`src/rtl/clause_queue.sv`:
```
// Per-engine clause FIFO with first-word-fall-through head and registered backpressure.
// Optional statistics outputs are enabled by defining CLAUSE_QUEUE_STATS_EN.
module clause_queue #(
  parameter int VARIABLE_LENGTH = 11,
  parameter int CLA_LENGTH      = 3,
  parameter int DEPTH           = 8,
  parameter int FULL_SLACK      = 1
) (
  input  logic                                  clock,
  input  logic                                  reset,
  input  logic                                  grant_in,
  input  logic [CLA_LENGTH*VARIABLE_LENGTH-1:0] clause_in,
  input  logic                                  pop_in,
  input  logic                                  flush_in,
  output logic                                  full_out,
  output logic [CLA_LENGTH*VARIABLE_LENGTH-1:0] clause_out,
  output logic                                  valid_out,
  output logic [$clog2(DEPTH):0]                count_out,
`ifdef CLAUSE_QUEUE_STATS_EN
  output logic [15:0]                           push_cnt_out,
  output logic [15:0]                           drop_cnt_out,
  output logic [$clog2(DEPTH):0]                max_occ_out,
`endif
  output logic                                  overflow_out
);

  localparam int AW = $clog2(DEPTH);
  localparam int CW = AW + 1;
  localparam int DW = CLA_LENGTH * VARIABLE_LENGTH;

  logic [DW-1:0] mem [DEPTH];
  logic [AW-1:0] wr_ptr, rd_ptr;
  logic [CW-1:0] count, count_nxt;
  logic          overflow;
  logic          pop_eff, push_eff, drop;

  assign pop_eff  = pop_in && (count != '0);
  assign push_eff = grant_in && ((count < CW'(DEPTH)) || pop_eff);
  assign drop     = grant_in && !flush_in && (count == CW'(DEPTH)) && !pop_eff;

  always_comb begin
    count_nxt = count;
    if (flush_in)
      count_nxt = '0;
    else if (push_eff && !pop_eff)
      count_nxt = count + CW'(1);
    else if (pop_eff && !push_eff)
      count_nxt = count - CW'(1);
  end

  always_ff @(posedge clock) begin
    if (reset) begin
      wr_ptr   <= '0;
      rd_ptr   <= '0;
      count    <= '0;
      overflow <= 1'b0;
    end else begin
      count <= count_nxt;
      if (flush_in) begin
        wr_ptr <= '0;
        rd_ptr <= '0;
      end else begin
        if (push_eff) wr_ptr <= wr_ptr + AW'(1);
        if (pop_eff)  rd_ptr <= rd_ptr + AW'(1);
      end
      if (drop) overflow <= 1'b1;
    end
  end

  // Storage is not reset; valid_out masks stale contents.
  always_ff @(posedge clock) begin
    if (!reset && !flush_in && push_eff)
      mem[wr_ptr] <= clause_in;
  end

  assign valid_out    = (count != '0);
  assign clause_out   = valid_out ? mem[rd_ptr] : '0;
  assign full_out     = (count >= CW'(DEPTH - FULL_SLACK));
  assign count_out    = count;
  assign overflow_out = overflow;

`ifdef CLAUSE_QUEUE_STATS_EN
  logic [15:0]   push_cnt, drop_cnt;
  logic [CW-1:0] max_occ;

  always_ff @(posedge clock) begin
    if (reset) begin
      push_cnt <= '0;
      drop_cnt <= '0;
      max_occ  <= '0;
    end else begin
      if (push_eff && !flush_in && push_cnt != '1) push_cnt <= push_cnt + 16'd1;
      if (drop && drop_cnt != '1)                  drop_cnt <= drop_cnt + 16'd1;
      if (count_nxt > max_occ)                     max_occ  <= count_nxt;
    end
  end

  assign push_cnt_out = push_cnt;
  assign drop_cnt_out = drop_cnt;
  assign max_occ_out  = max_occ;
`endif

endmodule
```
`config.mk`:
```
export PLATFORM = sky130hd
export DESIGN_NAME = clause_queue
export DESIGN_NICKNAME = d
export VERILOG_FILES = /design/src/rtl/clause_queue.sv
export SDC_FILE = /design/constraint.sdc
export NUM_CORES = 1
export LEC_CHECK = 0
export CAP_MARGIN = 40
export CELL_PAD_IN_SITES_DETAIL_PLACEMENT = 0
export CELL_PAD_IN_SITES_GLOBAL_PLACEMENT = 1
export CORE_ASPECT_RATIO = 1.25
export CORE_MARGIN = 2
export CORE_UTILIZATION = 51
export DETAILED_ROUTE_END_ITERATION = 10
export PLACE_DENSITY = 0.86
export SLEW_MARGIN = 20
export SYNTH_ARGS = -nofsm -noshare
export SYNTH_HDL_FRONTEND = slang
export SYNTH_SLANG_ARGS = --single-unit
```
`constraint.sdc`:
```
create_clock -name clock -period 5.9 [get_ports clock]
set_input_delay 0.59 -clock clock [delete_from_list [all_inputs] [get_ports clock]]
set_output_delay 0.59 -clock clock [all_outputs]
set_load 0.05 [all_outputs]
```
* Yosys cells after proc, flatten, opt, wreduce, memory -nomap -nowiden *
Memories as Yosys holds them, arrays and structs flattened. A register that Yosys moved wholly into a read port is not among the register bits.
Cells that the tools add are included.
Widths: inputs -> output; s select.

cells by class
  reduce and logical (&&, ||, !) cells = 17
  equal/unequal tests = 1
  muxes and demuxes = 7
  add/subtract/negate cells = 4
  order comparisons = 2

operators by type and width
  kind                 count
  $mux 33              1
  $logic_and 1x1->1    9
  $mux 4               2
  $add 3x1->3 const B  2
  $mux 3               2
  $add 4x1->4 const B  1
  $eq 4x4->1 const B   1
  $ge 4x3->1 const B   1
  $logic_not 1->1      4
  $lt 4x4->1 const B   1
  $reduce_bool 4->1    1
  $sub 4x1->4 const B  1
  $mux 1               2
  $reduce_bool 2->1    1
  $reduce_or 2->1      1
  $logic_or 1x1->1     1

word-level totals
  RAM bits = 264
  memories = 1
  logic and storage cells = 36
  register bits after elaboration = 11

memory list
  name  words  bits a word  read ports  clocked after memory_dff  write ports  line  source
  mem   8      33           1           1                         1            31    logic [DW-1:0] mem [DEPTH];

* Logic depth before layout (Yosys ltp) *
Gate-level depths: netlist of the first run.

  word-level depth = 8
  mapped depth = 10

* Worst setup path before layout of the first run *
Ideal clock, no wire load.

  path kind = flip-flop to flip-flop
  from = register count[3], in the netlist count_out[3]
  to = memory mem[1][0] (netlist bit), enable pin
  data required time = 5,394 ps
  arrival time = 4,171 ps
  setup time = 506 ps
  slack = 1,223 ps
  cell stages (with the launch flop) = 6
  cells stage by stage = dfxtp_1 > nand2b_1 > nand2_1 > inv_2 > nand2_1 > nor4_1

between the ends
  longest elaborated chain between the ends = 7
  elaborated cells between the ends (all ways) = 8

ends and longest elaborated chain
  what                                                                line  source
  start: declaration                                                  33    logic [CW-1:0] count, count_nxt;
  start signal: assignment                                            58    count <= count_nxt;
  parallel branches: the longest is 2 deep, another holds $lt 4x4->1  -
  $logic_or 1x1->1 *                                                  38    assign push_eff = grant_in && ((count < CW'(DEPTH)) || pop_eff);
  $logic_and 1x1->1 *                                                 38
  via push_eff                                                        35    logic pop_eff, push_eff, drop;
  $logic_and 1x1->1 *                                                 72    if (!reset && !flush_in && push_eff)
  $mux 1 *                                                            72
  $mux 1 (not written as such) *                                      73    mem[wr_ptr] <= clause_in;
  end: declaration                                                    31

Mark *: on every way through the listed nets, which the timed path passes.

==> qor.csv, run 1 <==
stage,metric,value,unit
run_status,status,"finished, final reports clean",
yosys,Ys Warns,0,
clock_network,Worst-path clk slew,60,ps
clock_network,clock tree buffer depth,3,
global_routing,total track usage,0.183,
layout,Reg area,0.00822,mm^2
timing,f_max,249,MHz
floorplan,Die W,134,um
setup_path,crit-path cells,buf_12 > buf_4 > mux4_2 > mux2i_1 > nor2_1 > clkdlybuf4s50_1,
pwr,Leak Pwr,0.00389,uW
timing,skew final,8.80,ps
layout,final std cells w/o fill,890,
timing,slew margin rel.,0.515,
pwr,switch share,0.241,
pwr,Internal,3240,uW
placement,Routability Congestion,0.711,
drt,Via Count,5065,
clock_network,clk root buf,clkbuf_16,
floorplan,Rows,59,
floorplan,die height,166,um
yosys,Synth top area share,0.738,
layout,layout cells sized above 1,0.213,
setup_path,"Max FO, Critical Path",34,
yosys,Netlist cell types,33,
timing,final setup fails,0,
drt,DR WL/cell,22.4,um
drt,final wirelength,20.0,mm
layout,"commonest non-fill, non-tap cell in the layout",edfxtp_1,
global_routing,initial antenna violation count,0,
global_routing,GRT Residual Overflow,0,
yosys,Netlist Area Pre-Place,0.0107,mm^2
setup_path,CP Launch Type,register,
placement,Placed Area,0.0119,mm^2
timing,Slew @ Worst Pin,727,ps
drt,Final ANT Viol Nets,0,
global_routing,largest net degree at the start of global routing,51,
yosys,syn_area_per_cell,21.5,um^2
setup_path,Worst path max stage delay,790,ps
clock_network,CTS buffer count,25,
timing,final-report hold violation count,0,
drt,DR DRC count,0,
drt,via-per-instance ratio,5.69,
clock_network,Sink Count,278,
layout,nets,643,
floorplan,Initial Utilization,0.518,
clock_network,cts hold-fix bufs,0,
clock_network,CTS resizes,0,
setup_path,critical path required time,5310,ps
global_routing,global-route wire length before repair,30.8,mm
yosys,"area leader, netlist",edfxtp_1,
timing,crit share post-route,0.680,
floorplan,Ports,78,
setup_path,CP arrival,3420,ps
setup_path,Reg2Reg Depth,10,
clock_network,TritonCTS clock tree,built,
timing,max-slew violations,0,
layout,number of fill cells in the layout,1396,
placement,port buffer count,77,
min_path,Hold WC Path Type,reg -> reg,
floorplan,core area,0.0207,mm^2
layout,n_diodes,0,
clock_network,Worst-Skew Late Latency,510,ps
yosys,Post-synth EDFFs,264,
yosys,largest family of logic cells by synthesized area,multiplexers,
yosys,synth top area cells,"edfxtp_1, mux4_2, mux2i_1",
floorplan,Die ar.,0.0222,mm^2
pwr,NetSw,1030,uW
clock_network,H-tree depth,1,
yosys,post-synthesis cell count,500,
yosys,Synth Register Bits,278,
layout,multi-input logic area,0.00241,mm^2
layout,final instance area,0.0127,mm^2
timing,unrepaired setup endpoints after global routing,false,
min_path,Hold Crit Depth,2,
pwr,Reg power frac,0.515,
global_routing,vias in the first global route,5441,
layout,P&R area growth vs syn,18.2,%
setup_path,critical path type,reg -> out,
yosys,post-synthesis sequential area ratio,0.764,
layout,"commonest cells after routing, fill and taps aside","edfxtp_1, clkdlybuf4s50_1, mux4_2",
pwr,combinational power share,0.131,
timing,TNS Setup,0,ps
flow_run,Max Cap Viol,0,
yosys,xor/xnor share of the synthesized area,0.00489,
yosys,Synth Area in Compound Gates,0.00547,
timing,final critical-path required period,4010,ps
yosys,ys async rst share,0,
drt,DR iter-0 viols,430,
pwr,Clk network pwr share,0.354,
setup_path,crit end category,primary output,
placement,Placed Cells,846,
yosys,simple-gate share of the synthesized area,0.0308,
yosys,Post-synth top flop,edfxtp_1,
yosys,Synth Area in Adders,0.00769,
setup_path,slowest CP cell,dfxtp_4,
yosys,Syn Nets,544,
drt,Pre-antenna DRT Iters,4,
placement,DP HPWL,11.9,mm
yosys,multiplexer share of the synthesized area,0.171,
pwr,PD cells,336,mW/mm^2
clock_network,Post-CTS Setup Inserts,0,
pwr,worst vdd ir,0.218,mV
## power by group through the flow
stage	registers [uW]	clock network (uW)	logic, uW
2_1_floorplan	2240	0	361
3_3_place_gp	2250	0	539
4_1_cts	2200	1540	564
3_5_place_dp	2240	0	562
6_report	2200	1510	559
5_1_grt	2200	1620	591
## flip-flops by register name, indices dropped and copies added, names as in the netlist, named ones only
name          cells
count_out         4
mem             264
overflow_out      1
rd_ptr            3
wr_ptr            3
## cell usage after synthesis (2+ instances only)
library cell / count
a21oi_1: 5
a31o_2: 2
buf_2: 10
buf_8: 3
clkbuf_1: 8
dfxtp_1: 14
edfxtp_1: 264
ha_1: 5
inv_2: 2
mux2i_1: 34
mux4_1: 3
mux4_2: 63
nand2_1: 7
nand3_1: 6
nor2_1: 47
nor3_1: 5
nor4_1: 2
xnor2_1: 2
xor2_1: 4
## cell families after synthesis
| kind of cell | Yosys count |
|---|---|
| flip-flops | 278 |
| multiplexers | 100 |
| AND/OR/NAND/NOR | 74 |
| buffers and inverters | 27 |
| AO/OA/AOI/OAI | 9 |
| XOR/XNOR | 6 |
| adder cells (fa/ha/maj) | 6 |
## final cells by class
class / instances / share of cell area
Clock buffer: 29 / 0.0505
Inverter: 3 / 0.000887
Clock inverter: 15 / 0.00996
Timing Repair Buffer: 96 / 0.0745
Tap cell: 274 / 0.0270
Sequential cell: 278 / 0.647
Multi-Input combinational cell: 195 / 0.190
## through the flow
stage                     worst slack, ps  hold slack [ps]  total power (uW)   util
final                                1890              488              4270  0.612
after global routing                 1640              533              4410  0.612
after CTS                            1810              492              4300  0.612
after detailed placement             2350              476              2800  0.575
after global placement               2250              453              2790  0.572
after floorplan                      1220              454              2600      -
## worst paths after layout
path                              from                   endpoint  slack (ps)
min          overflow_out$_SDFFE_PP0P_  overflow_out$_SDFFE_PP0P_         490
min reg2reg  overflow_out$_SDFFE_PP0P_  overflow_out$_SDFFE_PP0P_         490
max reg2reg  count_out[0]$_SDFFE_PP0P_  count_out[3]$_SDFFE_PP0P_        3110
max                           register             clause_out[15]        1890
## layer usage
metal / track usage / up-vias / share of wire
met2: 0.322 / 158 / 0.54
met4: 0.0666 / 0 / 0.026
met5: 0 / - / 0
met1: 0.233 / 2631 / 0.39
met3: 0.0266 / 38 / 0.047
li1: - / 2238 / -
## critical path: cells and delay by family (launching register included)
family,cells,cell delay [ps]
buffers and inverters,3,1300
multiplexers,2,730
AND/OR/NAND/NOR,1,60
flip-flops,1,790
(Power assumes the default switching activity.)
==> run 2, diff against run 1 <==
==> constraint.sdc (replaced) <==
create_clock -name clock -period 3.9 [get_ports clock]
set_input_delay 0.39 -clock clock [delete_from_list [all_inputs] [get_ports clock]]
set_output_delay 0.39 -clock clock [all_outputs]
set_load 0.05 [all_outputs]
==> run 2 against run 1 <==
  * First-iteration DRC count fell by 12%
  * Die area did not move
  * Global-route usage fell by 0.14 points
  * Clock skew fell by 3.8 ps
  * Largest power group unchanged
==> qor.csv, run 2 (synthesis gave the netlist of run 1 again) <==
stage,metric,value,unit,change
floorplan,core area,0.0207,mm^2,unchanged
floorplan,Rows,59,,unchanged
timing,skew final,4.98,ps,-3.82 ps
drt,via-per-instance ratio,5.65,,-0.67%
timing,TNS Setup,0,ps,unchanged
layout,layout cells sized above 1,0.219,,+0.00593
pwr,Leak Pwr,0.00388,uW,about the same
layout,nets,641,,-0.31%
pwr,PD cells,514,mW/mm^2,+53%
clock_network,Worst-path clk slew,60,ps,about the same
floorplan,Initial Utilization,0.518,,unchanged
min_path,Hold WC Path Type,in -> reg,,
floorplan,Die ar.,0.0222,mm^2,unchanged
pwr,worst vdd ir,0.330,mV,+52%
drt,DR DRC count,0,,unchanged
drt,Final ANT Viol Nets,0,,unchanged
clock_network,Sink Count,278,,unchanged
timing,final-report hold violation count,0,,unchanged
drt,DR iter-0 viols,379,,-12%
placement,Placed Area,0.0119,mm^2,about the same
setup_path,CP Launch Type,register,,
floorplan,die height,166,um,unchanged
setup_path,critical path required time,3510,ps,-1800 ps
global_routing,largest net degree at the start of global routing,37,,-27%
setup_path,crit end category,primary output,,
clock_network,cts hold-fix bufs,0,,unchanged
clock_network,Post-CTS Setup Inserts,0,,unchanged
placement,port buffer count,77,,unchanged
clock_network,H-tree depth,1,,unchanged
clock_network,clk root buf,clkbuf_16,,
placement,pre-CTS worst setup slack,1010,ps,-1350 ps
global_routing,initial antenna violation count,0,,unchanged
setup_path,"Max FO, Critical Path",36,,+5.9%
placement,DP HPWL,11.5,mm,-3.6%
global_routing,vias in the first global route,5314,,-2.3%
timing,crit share post-route,0.874,,
timing,setup ws final,491,ps,-1390 ps
global_routing,GRT Residual Overflow,0,,unchanged
placement,Routability Congestion,0.703,,-1.1%
drt,DR WL/cell,22.3,um,-0.73%
drt,Pre-antenna DRT Iters,4,,unchanged
global_routing,global-route wire length before repair,30.7,mm,-0.52%
floorplan,Die W,134,um,unchanged
layout,Util after Layout,0.614,,+0.00205
drt,Via Count,5020,,-0.89%
layout,max reg flops,264,,unchanged
clock_network,Worst-Skew Late Latency,510,ps,about the same
clock_network,clock tree buffer depth,3,,unchanged
layout,"commonest cells after routing, fill and taps aside","edfxtp_1, clkdlybuf4s50_1, mux4_2",,
layout,number of fill cells in the layout,1384,,-0.86%
global_routing,total track usage,0.182,,-0.00135
timing,Slew @ Worst Pin,561,ps,-166 ps
timing,final critical-path required period,3410,ps,
clock_network,TritonCTS clock tree,built,,
layout,"commonest non-fill, non-tap cell in the layout",edfxtp_1,,
flow_run,Max Cap Viol,0,,unchanged
timing,unrepaired setup endpoints after global routing,false,,
layout,Largest Register,mem,,
timing,max-slew violations,0,,unchanged
clock_network,CTS buffer count,25,,unchanged
drt,final wirelength,19.8,mm,-0.96%
clock_network,CTS resizes,0,,unchanged
floorplan,Ports,78,,unchanged
setup_path,CP arrival,3020,ps,-400 ps
timing,final setup fails,0,,unchanged
timing,slew margin rel.,0.626,,+0.110
layout,final instance area,0.0127,mm^2,+0.34%
timing,f_max,293,MHz,
layout,P&R area growth vs syn,18.6,%,
setup_path,critical path type,reg -> out,,
run_status,status,"finished, final reports clean",,
-- run 2: cell types whose count changed in the layout (fill, tap and decap cells not counted) --
cell        change
clkinv_1        -4
clkinvlp_4      +4
buf_4           -3
clkinv_4        -3
buf_12          +2
clkbuf_1        -2
clkinv_2        +2
nor4_2          -2
nor4_4          +2
buf_16          -1
bufinv_16       +1
diode_2         +1
inv_8           +1
-- run 2: power breakdown --
part / internal [uW] / switching, uW
clock network: 1370 / 1010
logic: 307 / 532
registers: 3290 / 32.8
-- run 2: final cells by class --
cell class | instances | area (um^2) | area share
clock buffer | 27 | 633 | 0.0497
clock inverter | 16 | 166 | 0.0131
multi-input combinational | 195 | 2430 | 0.191
sequential | 278 | 8220 | 0.645
inverter | 3 | 11.3 | 0.000884
timing repair buffer | 94 | 936 | 0.0735
tap | 274 | 343 | 0.0269
antenna | 1 | 2.50 | 0.000196
-- run 2: final timing paths --
check | from | to | slack [ps] | cells after the start
worst max-delay path | register | clause_out[30] | 490 | 5
worst min-delay path | reset | overflow_out$_SDFFE_PP0P_ | 460 | 2
worst max register to register | count_out[0]$_SDFFE_PP0P_ | count_out[3]$_SDFFE_PP0P_ | 1060 | 11
worst min register to register | overflow_out$_SDFFE_PP0P_ | overflow_out$_SDFFE_PP0P_ | 480 | 2
-- run 2: metrics by stage --
step                      hold WS, ps  std cells  total power [uW]
after floorplan                   454        500              3940
after global placement            455        844              4220
after detailed placement          475        844              4240
after CTS                         443        887              6600
after global routing              464        887              6750
final                             459        888              6540
-- run 2: critical path, stage by stage (launching register included) --
cell	delay, ps
dfxtp_4	670
buf_4	370
mux4_2	330
mux2i_1	290
nor2_1	90
clkdlybuf4s50_1	710
-- run 2: layer usage --
metal  part of all wire  routed length, um  vias to the layer above  GRT usage
met5                  0                  0                        -          0
met4              0.023                447                        0     0.0537
met3              0.057               1130                       29     0.0290
met2               0.53              10400                      138      0.321
met1               0.39               7750                     2617      0.233
li1                   -                  -                     2236          -
==> variant, RTL diff (config.mk and constraints of run 2) <==
Change the parameter `VARIABLE_LENGTH` from 11 to 22.
--- a/src/rtl/clause_queue.sv
+++ b/src/rtl/clause_queue.sv
@@ -1,7 +1,7 @@
 // Per-engine clause FIFO with first-word-fall-through head and registered backpressure.
 // Optional statistics outputs are enabled by defining CLAUSE_QUEUE_STATS_EN.
 module clause_queue #(
-  parameter int VARIABLE_LENGTH = 11,
+  parameter int VARIABLE_LENGTH = 22,
   parameter int CLA_LENGTH      = 3,
   parameter int DEPTH           = 8,
   parameter int FULL_SLACK      = 1
Ports: changed (resized clause_in and clause_out); port bits go from 78 to 144. The function was not compared with the original's and may differ.
==> variant against run 2 <==
Synthesized cell count increased by 84%; sequential cell count increased by 264; synthesized area increased by 94%; wire length increased by 100%; sequential power increased by 95%; via count increased by 88%; global-route usage increased by 1.3 points; total power increased by 95%; setup slack got worse by 0.13 ns; cell area increased by 94%; sequential share of layout area increased by 0.96 points; largest cell class unchanged; largest power group unchanged.
==> variant: results (changes against run 2) <==
Post-synth EDFFs 528 (+100%); DRT iter0 DRCs 836 (+120%); multi-input combinational cell area 0.00438 sq mm (+81%); TritonCTS buffer count 51 (+100%); largest net degree at the start of global routing 67 (+81%); Lkg Pwr 7.44 nW (+91%); clock skew 0.0241 ns (+0.0191 ns); Synth top cells by count edfxtp_1, mux4_2, nor2_1, mux2i_1, buf_2; Clk network pwr share 0.370 (+0.006); PortBufs 143 (+86%); dpl cell area 0.0230 sq mm (+93%); post-synthesis sequential area ratio 0.776 (+0.0118); Clock Buffer Count 67 (+150%); Largest register FFs 528 (+100%); initial antenna violation count 4 (+4); HPWL Detailed 21.7 mm (+89%); Via density 5.61 (-0.72%); clock network share of area 0.0654 (+0.00267); largest cells by area after synthesis edfxtp_1, mux4_2, mux2i_1; worst-case vdd ir drop 0.390 mV (+18%); Skew-Pair Late Insertion Delay 0.58 ns (+0.07 ns); Overall Global Routing Usage 0.195 (+0.0128); GR Util met3 0.0322 (+0.00315); switching part of the total 0.242 (+0.00118); Non-clock buffers, area share 0.0738 (+0.000281); syn_nets 997 (+83%); vias in the first global route 10057 (+89%); outcome finished, final reports clean; wire per inst 23.8 um (+7.0%); WP data arrival 3.14 ns (+0.12 ns); flops & latches, synth 542 (+95%); count of cell types in the netlist 32 (-3.0%); met2 usage 0.349 (+0.0283); Multi-input comb cells 327 (+68%); Routability Congestion 0.705 (+0.27%); Total Nets Final 1170 (+83%); # fillers 2747 (+98%); crit-path max FO 20 (-44%)
==> variant: worst max-delay path, stage by stage (launching register included) <==
cell,delay (ns)
dfxtp_4,0.53
buf_4,0.44
mux4_2,0.55
mux2i_1,0.23
nor2_1,0.07
clkdlybuf4s50_1,0.74
==> variant: through the flow <==
step | cells | util | worst slack, ns | total power [mW] | TNS (ns)
finish | 1684 | 0.615 | 0.365 | 12.7 | 0
CTS | 1682 | 0.615 | 0.290 | 12.9 | 0
global route | 1684 | 0.615 | 0.201 | 13.1 | 0
floorplan | 920 | - | -0.312 | 7.61 | -77.18
detailed placement | 1586 | 0.574 | 0.914 | 8.18 | 0
global placement | 1586 | 0.574 | 0.911 | 8.16 | 0
==> variant: cells by family after synthesis <==
logic type / after synthesis / synth area share
flops: 542 / 0.776
compound gates: 9 / 0.00283
mux: 199 / 0.175
xor+xnor: 6 / 0.00253
fa+ha+maj: 6 / 0.00397
buf+inv: 51 / 0.0176
simple gates: 107 / 0.0217
==> variant: power groups by stage <==
stage,Sequential (mW),Combinational (mW),Clock [mW]
6_report,6.46,1.58,4.72
5_1_grt,6.46,1.66,5.01
4_1_cts,6.46,1.60,4.80
3_5_place_dp,6.58,1.60,0
3_3_place_gp,6.58,1.58,0
2_1_floorplan,6.59,1.02,0
==> variant: final timing paths <==
kind                                    from              to  slack (ns)  cells after the start
worst max-delay path                register  clause_out[18]        0.37                      5
worst min-delay path                   reset    overflow_out        0.41                      2
worst max register to register  count_out[0]    count_out[3]        1.28                     11
worst min register to register  overflow_out    overflow_out        0.48                      2
==> variant: metal layers <==
layer	wire length, um	vias to the layer above	share of wire
li1	-	4174	-
met1	15700	4987	0.39
met2	21800	236	0.54
met3	1970	50	0.049
met4	650	4	0.016
met5	22	-	0.00055
